### src/rtl/enc_dec_pkg.sv
// Shared types and helpers for the extended-Hamming (SECDED) encoder/decoder core.
// Maps data bits onto Hamming positions and back for the three supported codeword widths.
package enc_dec_pkg;

  typedef enum logic [2:0] {
    ST_IDLE  = 3'd0,
    ST_ENC   = 3'd1,
    ST_NOISE = 3'd2,
    ST_DEC   = 3'd3,
    ST_DONE  = 3'd4
  } enc_dec_state_t;

  typedef enum logic [1:0] {
    OP_ENC  = 2'b00,
    OP_DEC  = 2'b01,
    OP_FULL = 2'b10,
    OP_RSVD = 2'b11
  } enc_dec_op_t;

  typedef enum logic [1:0] {
    CW_8      = 2'b00,
    CW_16     = 2'b01,
    CW_32     = 2'b10,
    CW_32_ALT = 2'b11
  } cw_width_t;

  localparam int unsigned N8  = 32'd8;
  localparam int unsigned N16 = 32'd16;
  localparam int unsigned N32 = 32'd32;
  localparam int unsigned K8  = 32'd4;
  localparam int unsigned K16 = 32'd11;
  localparam int unsigned K32 = 32'd26;

  function automatic int unsigned cw_n(input cw_width_t w);
    case (w)
      CW_8:    return N8;
      CW_16:   return N16;
      default: return N32;
    endcase
  endfunction

  // Ones in bits [n-1:0].
  function automatic logic [31:0] cw_mask(input cw_width_t w);
    case (w)
      CW_8:    return 32'h0000_00FF;
      CW_16:   return 32'h0000_FFFF;
      default: return 32'hFFFF_FFFF;
    endcase
  endfunction

  // Spread data bits over the non-power-of-two positions below n (position p -> bit p-1).
  function automatic logic [30:0] data_to_pos(input logic [31:0] data, input cw_width_t w);
    logic [30:0] pos;
    int unsigned j;
    pos = 31'd0;
    j   = 32'd0;
    for (int unsigned p = 32'd1; p < 32'd32; p++) begin
      if ((p < cw_n(w)) && ((p & (p - 32'd1)) != 32'd0)) begin
        pos[5'(p - 32'd1)] = data[5'(j)];
        j = j + 32'd1;
      end
    end
    return pos;
  endfunction

  function automatic logic [31:0] pos_to_data(input logic [30:0] pos, input cw_width_t w);
    logic [31:0] data;
    int unsigned j;
    data = 32'd0;
    j    = 32'd0;
    for (int unsigned p = 32'd1; p < 32'd32; p++) begin
      if ((p < cw_n(w)) && ((p & (p - 32'd1)) != 32'd0)) begin
        data[5'(j)] = pos[5'(p - 32'd1)];
        j = j + 32'd1;
      end
    end
    return data;
  endfunction

endpackage

### src/rtl/enc_dec_parity_calc.sv
// Combinational Hamming syndrome: XOR of the indices of all set positions in a 31-bit positional word.
// With parity positions zeroed this yields the parity bits to insert during encode.
module enc_dec_parity_calc (
  input  logic [30:0] pos_word,
  output logic [4:0]  syndrome
);

  // Accumulate the position index of every set bit.
  always_comb begin
    syndrome = 5'd0;
    for (int unsigned p = 32'd1; p < 32'd32; p++) begin
      if (pos_word[5'(p - 32'd1)]) begin
        syndrome = syndrome ^ 5'(p);
      end else begin
        syndrome = syndrome;
      end
    end
  end

endmodule

### src/rtl/enc_dec_core.sv
// SECDED encode / decode / full-channel compute stage behind the APB register file.
// Optional error statistics counters are built when ENC_DEC_ERR_STATS_EN is defined.
module enc_dec_core
  import enc_dec_pkg::*;
#(
  parameter int AMBA_WORD = 32  // must be at least 32
) (
  input  logic                 clk,
  input  logic                 rst,
  input  logic                 start,
  input  logic [AMBA_WORD-1:0] ctrl,
  input  logic [AMBA_WORD-1:0] data_in,
  input  logic [AMBA_WORD-1:0] codeword_width,
  input  logic [AMBA_WORD-1:0] noise,
  output logic [AMBA_WORD-1:0] data_out,
  output logic [1:0]           num_of_errors,
  output logic                 operation_done,
  output logic                 busy,
  output logic [15:0]          corr_cnt,
  output logic [15:0]          uncorr_cnt
);

  enc_dec_state_t state_r, state_s;
  enc_dec_op_t    op_r, op_in_s;
  cw_width_t      width_r, width_in_s;
  logic [31:0]    cw_r, noise_r;
  logic [31:0]    n_s;
  logic [30:0]    pos_s, pos_mask_s, calc_in_s, enc_pos_s;
  logic [4:0]     syn_s;
  logic [31:0]    enc_cw_s, corr_s, dec_data_s;
  logic [1:0]     dec_err_s;
  logic           unused_s;

  assign op_in_s    = enc_dec_op_t'(ctrl[1:0]);
  assign width_in_s = cw_width_t'(codeword_width[1:0]);
  assign n_s        = cw_n(width_r);
  assign pos_s      = data_to_pos(cw_r, width_r);
  assign pos_mask_s = 31'(cw_mask(width_r) >> 1);
  assign unused_s   = ^{ctrl, codeword_width, data_in, noise};

  // Shared syndrome unit: data layout while encoding, received word otherwise.
  always_comb begin
    if (state_r == ST_ENC) begin
      calc_in_s = pos_s;
    end else begin
      calc_in_s = cw_r[30:0] & pos_mask_s;
    end
  end

  enc_dec_parity_calc u_parity_calc (
    .pos_word (calc_in_s),
    .syndrome (syn_s)
  );

  // Parity positions past n see a zero syndrome bit, so all five may be written.
  always_comb begin
    enc_pos_s = pos_s;
    for (int unsigned i = 32'd0; i < 32'd5; i++) begin
      enc_pos_s[5'((32'd1 << i) - 32'd1)] = syn_s[3'(i)];
    end
    enc_cw_s = {1'b0, enc_pos_s};
    enc_cw_s[5'(n_s - 32'd1)] = ^enc_pos_s;
  end

  // SECDED classification and single-bit correction.
  always_comb begin
    corr_s    = cw_r;
    dec_err_s = 2'd0;
    if (^cw_r == 1'b0) begin
      if (syn_s == 5'd0) begin
        dec_err_s = 2'd0;
      end else begin
        dec_err_s = 2'd2;
      end
    end else if (32'(syn_s) > (n_s - 32'd1)) begin
      dec_err_s = 2'd2;
    end else if (syn_s == 5'd0) begin
      dec_err_s = 2'd1;
      corr_s[5'(n_s - 32'd1)] = ~cw_r[5'(n_s - 32'd1)];
    end else begin
      dec_err_s = 2'd1;
      corr_s[syn_s - 5'd1] = ~cw_r[syn_s - 5'd1];
    end
    dec_data_s = pos_to_data(corr_s[30:0], width_r);
  end

  // Next-state logic; start is only honoured in IDLE.
  always_comb begin
    state_s = state_r;
    case (state_r)
      ST_IDLE: begin
        if (start) begin
          case (op_in_s)
            OP_ENC:  state_s = ST_ENC;
            OP_FULL: state_s = ST_ENC;
            OP_DEC:  state_s = ST_DEC;
            default: state_s = ST_DONE;
          endcase
        end else begin
          state_s = ST_IDLE;
        end
      end
      ST_ENC: begin
        if (op_r == OP_FULL) begin
          state_s = ST_NOISE;
        end else begin
          state_s = ST_DONE;
        end
      end
      ST_NOISE: state_s = ST_DEC;
      ST_DEC:   state_s = ST_DONE;
      ST_DONE:  state_s = ST_IDLE;
      default:  state_s = ST_IDLE;
    endcase
  end

  // State, captured operands and registered results.
  always_ff @(posedge clk or posedge rst) begin
    if (rst) begin
      state_r        <= ST_IDLE;
      op_r           <= OP_ENC;
      width_r        <= CW_8;
      cw_r           <= 32'd0;
      noise_r        <= 32'd0;
      data_out       <= {AMBA_WORD{1'b0}};
      num_of_errors  <= 2'd0;
      operation_done <= 1'b0;
      busy           <= 1'b0;
    end else begin
      state_r        <= state_s;
      operation_done <= (state_s == ST_DONE);
      busy           <= (state_s != ST_IDLE);
      case (state_r)
        ST_IDLE: begin
          if (start) begin
            op_r    <= op_in_s;
            width_r <= width_in_s;
            cw_r    <= data_in[31:0] & cw_mask(width_in_s);
            noise_r <= noise[31:0];
            if (op_in_s == OP_RSVD) begin
              data_out      <= {AMBA_WORD{1'b0}};
              num_of_errors <= 2'd0;
            end
          end
        end
        ST_ENC: begin
          cw_r <= enc_cw_s;
          if (op_r != OP_FULL) begin
            data_out      <= AMBA_WORD'(enc_cw_s);
            num_of_errors <= 2'd0;
          end
        end
        ST_NOISE: cw_r <= cw_r ^ (noise_r & cw_mask(width_r));
        ST_DEC: begin
          data_out      <= AMBA_WORD'(dec_data_s);
          num_of_errors <= dec_err_s;
        end
        default: cw_r <= cw_r;
      endcase
    end
  end

`ifdef ENC_DEC_ERR_STATS_EN
  // Saturating per-outcome counters, sampled in the DONE cycle.
  always_ff @(posedge clk or posedge rst) begin
    if (rst) begin
      corr_cnt   <= 16'd0;
      uncorr_cnt <= 16'd0;
    end else begin
      if (operation_done && (num_of_errors == 2'd1) && (corr_cnt != 16'hFFFF)) begin
        corr_cnt <= corr_cnt + 16'd1;
      end
      if (operation_done && (num_of_errors == 2'd2) && (uncorr_cnt != 16'hFFFF)) begin
        uncorr_cnt <= uncorr_cnt + 16'd1;
      end
    end
  end
`else
  assign corr_cnt   = 16'd0;
  assign uncorr_cnt = 16'd0;
`endif

endmodule

### config.mk
export PLATFORM = sky130hd
export DESIGN_NAME = enc_dec_core
export DESIGN_NICKNAME = d
export VERILOG_FILES = /design/src/rtl/enc_dec_pkg.sv /design/src/rtl/enc_dec_parity_calc.sv /design/src/rtl/enc_dec_core.sv
export SDC_FILE = /design/constraint.sdc
export NUM_CORES = 1
export LEC_CHECK = 0
export BUFFER_PORTS_ARGS = -buffer_cell sky130_fd_sc_hd__buf_2
export CORE_AREA = 2 2 166 168
export DETAILED_ROUTE_END_ITERATION = 8
export DIE_AREA = 0 0 168 170
export MAX_ROUTING_LAYER = met4
export PLACE_DENSITY = 0.58
export REMOVE_ABC_BUFFERS = 1
export SLEW_MARGIN = 10
export SYNTH_ARGS = -nofsm -noshare
export SYNTH_HDL_FRONTEND = slang
export SYNTH_SLANG_ARGS = --single-unit
### constraint.sdc
create_clock -name clk -period 9.3 [get_ports clk]
set_clock_uncertainty 0.2 [all_clocks]
set_input_delay 1.86 -clock clk [delete_from_list [all_inputs] [get_ports clk]]
set_output_delay 1.86 -clock clk [all_outputs]
set_load 0.03 [all_outputs]
==> results.yml, run 1 <==
yosys:
  yosysTopAreaCell: "dfrtp_1"
  synth_edf_count: 0
  synth_area_per_cell_um2: 8.35
  synth_cells: 1101
  ys_types: 111
  synth_flop_cell: "dfrtp_1"
  synth_area_mm2: 0.00920
  ys_seq_area_share_pct: 29.1
  synthTopCellsByArea: "dfrtp_1 29%, nand2_1 8.2%, xnor2_1 7.0%"
  synth_seq_cells: 107
  netlist.area_leader.share_pct: 29.1
  async_flop_share_pct: 100
  yosysWarnings: 0
global_routing:
  grt_use_total_pct: 23.5
  grt_most_used_layer: "met2"
  met1_usage_pct: 31.5
  grt_max_degree: 68
  grt_pass1_wl_um: 49600
  grtUsageMet2_pct: 37.4
  grt_pass1_vias: 8065
  antenna_found_initial: 0
  globalRouteOverflowTotal: 0
  grtUsageMet3_pct: 3.14
routing:
  via_count: 8397
  via_per_inst: 5.60
  drt_iter0_drc: 746
  drc: 0
  first_pass_iters: 5
  routedWlPerCell_um: 21.7
  ant_nets: 0
  routed_wl_um: 32500
timing:
  tns_ns: 0
  fin_crit_ns: 7.56
  fin_crit_sh_pct: 81.3
  hold_viol_final: 0
  rsz0062_at_grt: "no"
  fmax_mhz: 132
  slew_viol_final: 0
  relSlewSlack_pct: 18.0
  setup_violations: 0
  worstMarginPinSlew_ns: 1.22
clock_tree:
  cts_tree: "done"
  worstSkewPairLatency_ns: 0.37
  clockRootBuffer: "clkbuf_16"
  postCtsSetupBuffers: 0
  cts_buffer_depth: 2
  htreeDepth: 3
  cts_hold_buffers: 0
  ctsResizeCount: 0
  cts-buffers-inserted: 9
  numClockSinks: 107
  cts.reportedPaths.clkPinSlew_ns: 0.07
floorplan:
  core-area_mm2: 0.0267
  die_y_um: 170
  die_w_um: 168
  rows: 60
  die_area_mm2: 0.0286
  start_util_pct: 34.5
  io_pins: 199
worst_setup_path:
  cp.arrival_ns: 7.59
  cp_cell_sequence: "nand2b_1 -> ha_1 -> or3b_4 -> o221ai_4 -> xnor3_1 -> mux2i_1 -> xor2_1 -> xor3_1 -> inv_1 -> ha_1 -> inv_1 -> or4b_1 -> nand4_2 -> mux2i_1 -> nor3_1 -> a2111oi_0 -> nor2_1"
  crit_path_max_incr_delay_ns: 0.79
  crit_slowest_cell: "or4b_1"
  cp_max_fo: 17
  critPathLaunchType: "register"
  cp_top_family: "simple AND/OR/NAND/NOR gates"
  crit_type: "reg2reg"
  end_kind: "register"
  cp_num_buf_inv: 2
  cp.required_ns: 9.33
placed_design:
  port_buffers: 106
  gp_routability_congestion: 0.940
  dp_hpwl_um: 24300
cells_and_area:
  final_nets: 1297
  area_growth_pct: 10.5
  n_antenna_cell: 0
  fill_cells: 2777
  drive_gt1_share_pct: 18.7
min_path:
  hp-class: "reg2reg"
flow_run:
  cap_viol_max_count: 0
run_status:
  status: "complete, no violations"
## worst register-to-register path: stages, from the launching register on
cell and delay [ns]:
dfrtp_1 0.69, nand2b_1 0.26, ha_1 0.66, or3b_4 0.59, o221ai_4 0.33, xnor3_1 0.36
mux2i_1 0.24, xor2_1 0.30, xor3_1 0.53, inv_1 0.32, ha_1 0.51, inv_1 0.22
or4b_1 0.79, nand4_2 0.22, mux2i_1 0.35, nor3_1 0.15, a2111oi_0 0.65, nor2_1 0.08
## layout by cell type (no fill, tap or decap), types with 10 or more instances in the layout
cell and count:
nor3_1 12, nand3_1 18, mux2i_1 24, nand2b_1 16, dfrtp_1 107, inv_1 17
buf_2 106, and2_1 11, a21oi_1 45, o21ai_0 53, buf_4 25, nand2_1 202
xnor2_1 73, ha_1 12, mux2_2 12, xor2_1 25, a22oi_1 19, a211oi_1 10
nor2_1 93, a31oi_1 26, a221oi_1 10, and3_1 12, conb_1 32
## registers in the layout, summed over array words and instances, names as in the netlist
name            count
state_r             3
operation_done      1
width_r             2
data_out           32
cw_r               32
num_of_errors       2
busy                1
noise_r            32
op_r                2
## layer usage
| layer | up-vias | part of all wire [%] | routed length [um] |
|---|---|---|---|
| met1 | 4059 | 44 | 14400 |
| met2 | 365 | 47 | 15200 |
| li1 | 3925 | - | - |
| met5 | - | 0 | 0 |
| met3 | 48 | 7.0 | 2290 |
| met4 | 0 | 2.2 | 705 |
## metrics by stage
stage / utilization [%] / std cells / setup slack (ns) / instance area, um^2 / hold WS, ns
after floorplan: - / 1012 / 0.718 / 8690 / 0.246
after global placement: 37.0 / 1484 / 1.90 / 9860 / 0.253
after detailed placement: 37.0 / 1484 / 1.86 / 9860 / 0.251
after CTS: 38.1 / 1500 / 1.84 / 10200 / 0.268
after global routing: 38.1 / 1500 / 1.38 / 10200 / 0.294
final: 38.1 / 1500 / 1.74 / 10200 / 0.262
## logic make-up after synthesis
group                    count (synthesis)  share of synthesized area [%]
adder cells (fa/ha/maj)                 12                           1.63
AND/OR/NAND/NOR                        413                           20.8
flip-flops                             107                           29.1
AO/OA/AOI/OAI                          263                           20.9
multiplexers                            48                           6.82
buffers and inverters                  143                           7.73
other                                    1                         0.0408
XOR/XNOR                               114                           13.0
## layout make-up
class / count / area (um^2) / area share (%)
Multi-Input combinational cell: 882 / 5950 / 58.5
Timing Repair Buffer: 131 / 718 / 7.07
Clock buffer: 9 / 225 / 2.22
Clock inverter: 7 / 76.3 / 0.751
Tap cell: 341 / 427 / 4.20
Sequential cell: 107 / 2680 / 26.4
Inverter: 23 / 90.1 / 0.887
## final timing paths
kind | endpoint | startpoint | depth (start not counted) | slack (ns)
worst max-delay path | data_out[24] | width_r[0] | 17 | 1.74
worst min-delay path | data_out[28] | data_out[28] | 2 | 0.26
worst max register to register | data_out[24] | width_r[0] | 17 | 1.74
worst min register to register | data_out[28] | data_out[28] | 2 | 0.26
max in group asynchronous | noise_r[1] | rst | 3 | 6.27
min in group asynchronous | noise_r[16] | rst | 2 | 1.33
## cell usage after synthesis (all sizes together) (4+ instances only)
master,count
a31oi,29
nand2,203
xor2,27
mux2,14
o221ai,10
or2,5
and2,12
clkbuf,63
nand3,19
mux4,9
dfrtp,107
mux2i,25
a21oi,47
a2111oi,6
o21a,4
buf,57
ha,12
a221o,6
o311a,4
a211oi,12
nand4,10
and3,13
o31ai,6
xnor2,76
nor2b,7
o21ai,57
o22ai,10
a221oi,11
xnor3,9
nor3,12
inv,21
o211ai,4
nand2b,16
nor2,94
a22oi,19
o31a,5
Power of run 1 is left out: the tool's default activity adds up to more than one toggle a clock period on the data nets, which glitch-free logic cannot reach.
==> inputs of run 2 (changes only) <==
--- a/config.mk
+++ b/config.mk
@@ -5,12 +5,13 @@
 export SDC_FILE = /design/constraint.sdc
 export NUM_CORES = 1
 export LEC_CHECK = 0
+export ABC_AREA = 1
 export BUFFER_PORTS_ARGS = -buffer_cell sky130_fd_sc_hd__buf_2
-export CORE_AREA = 2 2 166 168
+export CORE_AREA = 2 2 170 172
 export DETAILED_ROUTE_END_ITERATION = 8
-export DIE_AREA = 0 0 168 170
+export DIE_AREA = 0 0 172 174
 export MAX_ROUTING_LAYER = met4
-export PLACE_DENSITY = 0.58
+export PLACE_DENSITY = 0.59
 export REMOVE_ABC_BUFFERS = 1
 export SLEW_MARGIN = 10
 export SYNTH_ARGS = -nofsm -noshare
==> constraint.sdc (replaced) <==
create_clock -name clk -period 6.9 [get_ports clk]
set_clock_uncertainty 0.2 [all_clocks]
set_input_delay 1.38 -clock clk [delete_from_list [all_inputs] [get_ports clk]]
set_output_delay 1.38 -clock clk [all_outputs]
set_load 0.03 [all_outputs]
==> run 2 against run 1 <==
Net effect:
- via count grew 22%
- largest cell class unchanged
- critical path depth grew 19
- highest routed layer unchanged
- wire length grew 18%
- fmax grew 18%
- worst setup slack lost 1.2 ns
- sequential share of layout area shrank 1.4 points
- register-to-register slack lost 1.2 ns
==> results.yml, run 2 <==
run_status:
  status: "complete, no violations"
cells_and_area:
  final_nets: 1702
  final_common_cell: "nand2_1"
  final_cell_mix: "440 x nand2_1, 139 x nand3_1, 122 x inv_1"
  n_antenna_cell: 0
  area_growth_pct: 11.3
  drive_gt1_share_pct: 16.0
  fill_cells: 3082
  reg_top3: "cw_r (32), data_out (32), noise_r (32)"
clock_tree:
  ctsResizeCount: 0
  cts_tree: "done"
  numClockSinks: 107
  postCtsSetupBuffers: 0
  cts.reportedPaths.clkPinSlew_ns: 0.08
  htreeDepth: 3
  worstSkewPairLatency_ns: 0.37
  cts_buffer_depth: 2
  cts-buffers-inserted: 9
  cts_hold_buffers: 0
  clockRootBuffer: "clkbuf_16"
yosys:
  synth_most_common_cell: "nand2_1"
  yosysTopAreaCell: "dfrtp_1"
  synth_area_mm2: 0.00965
  synth_flop_cell: "dfrtp_1"
  async_flop_share_pct: 100
  synth_area_per_cell_um2: 6.53
  synth_edf_count: 0
  netlist.area_leader.share_pct: 27.7
  synth_cells: 1477
  yosysWarnings: 0
  synth_commonest_cells: "440 x nand2_1, 139 x nand3_1, 124 x inv_1"
  synthTopCellsByArea: "dfrtp_1 28%, nand2_1 17%, nand3_1 7.2%"
  synth_seq_cells: 107
  ys_types: 52
  ys_seq_area_share_pct: 27.7
global_routing:
  grt_use_total_pct: 26.9
  antenna_found_initial: 0
  grt_max_degree: 65
  globalRouteOverflowTotal: 0
  grt_pass1_vias: 9633
  grt_pass1_wl_um: 58400
routing:
  via_per_inst: 5.26
  drc: 0
  via_count: 10200
  ant_nets: 0
  first_pass_iters: 5
  routedWlPerCell_um: 19.7
  routed_wl_um: 38500
  drt_iter0_drc: 1029
worst_setup_path:
  r2r_cells: 36
  cp_max_fo: 15
  crit_top_cell: "nand2_1"
  cp.required_ns: 6.92
  critPathLaunchType: "register"
  cp.arrival_ns: 6.41
  crit_type: "reg2reg"
  crit_path_max_incr_delay_ns: 0.64
  end_kind: "register"
  crit_slowest_cell: "ha_1"
placed_design:
  gp_routability_congestion: 1.00
  dp_hpwl_um: 29800
  port_buffers: 106
timing:
  tns_ns: 0
  fmax_mhz: 156
  setup_violations: 0
  fin_crit_sh_pct: 92.6
  rsz0062_at_grt: "no"
  fin_crit_ns: 6.39
  relSlewSlack_pct: 21.4
  slew_viol_final: 0
  worstMarginPinSlew_ns: 1.17
  hold_viol_final: 0
flow_run:
  cap_viol_max_count: 0
min_path:
  whs_path_depth: 2
  hp-class: "reg2reg"
floorplan:
  io_pins: 199
  core-area_mm2: 0.0282
  start_util_pct: 34.2
  die_area_mm2: 0.0299
  die_y_um: 174
  die_w_um: 172
  rows: 62
run 2: path summary, 6_finish.rpt:
| check | start | to | slack, ns |
|---|---|---|---|
| max | width_r[0] | data_out[6] | 0.51 |
| max in group asynchronous | rst | cw_r[24] | 4.33 |
| max reg2reg | width_r[0] | data_out[6] | 0.51 |
| min reg2reg | data_out[31] | data_out[31] | 0.29 |
| min | data_out[31] | data_out[31] | 0.29 |
| min in group asynchronous | rst | data_out[5] | 0.88 |
run 2: cells by family (layout without fill, tap and decap cells):
logic type / Yosys count / in the layout / synth area share (%)
fa+ha+maj: 12 / 12 / 1.56
flops: 107 / 107 / 27.7
xor+xnor: 76 / 76 / 6.90
other cells: 1 / 32 / 0.0389
compound gates: 258 / 258 / 15.9
simple gates: 783 / 783 / 36.2
buf+inv: 240 / 296 / 11.6
run 2: metal layers:
metal  part of all wire, %  track usage [%]  up-vias
met3                   6.9             3.89       58
met2                    46             41.6      398
met5                     0                -        -
met1                    45             36.7     4871
li1                      -                -     4921
met4                   2.3             7.11        0
run 2: cell type report:
class | count | area, um^2 | share of cell area (%)
multi-input combinational | 1161 | 5990 | 55.8
sequential | 107 | 2680 | 24.9
timing repair buffer | 136 | 756 | 7.04
inverter | 144 | 543 | 5.06
tap | 384 | 480 | 4.47
clock buffer | 11 | 233 | 2.17
clock inverter | 5 | 61.3 | 0.571
run 2: through the flow:
stage / std cells / hold slack [ns] / utilization [%] / setup WS, ns / cell area, um^2
after floorplan: 1412 / 0.249 / - / 0.843 / 9190
after global placement: 1932 / 0.266 / 37.0 / 0.613 / 10400
after detailed placement: 1932 / 0.270 / 37.0 / 0.620 / 10400
after CTS: 1948 / 0.291 / 38.0 / 0.598 / 10700
after global routing: 1948 / 0.305 / 38.0 / 0.00287 / 10700
final: 1948 / 0.287 / 38.0 / 0.509 / 10700
run 2: critical path: cells and delay by family (launching register included):
kind / cells / cell delay, ns
simple gates: 26 / 3.05
fa+ha+maj: 2 / 1.05
buf+inv: 5 / 0.84
compound gates: 3 / 0.55
flops: 1 / 0.51
Power of run 2 is left out for the same reason.
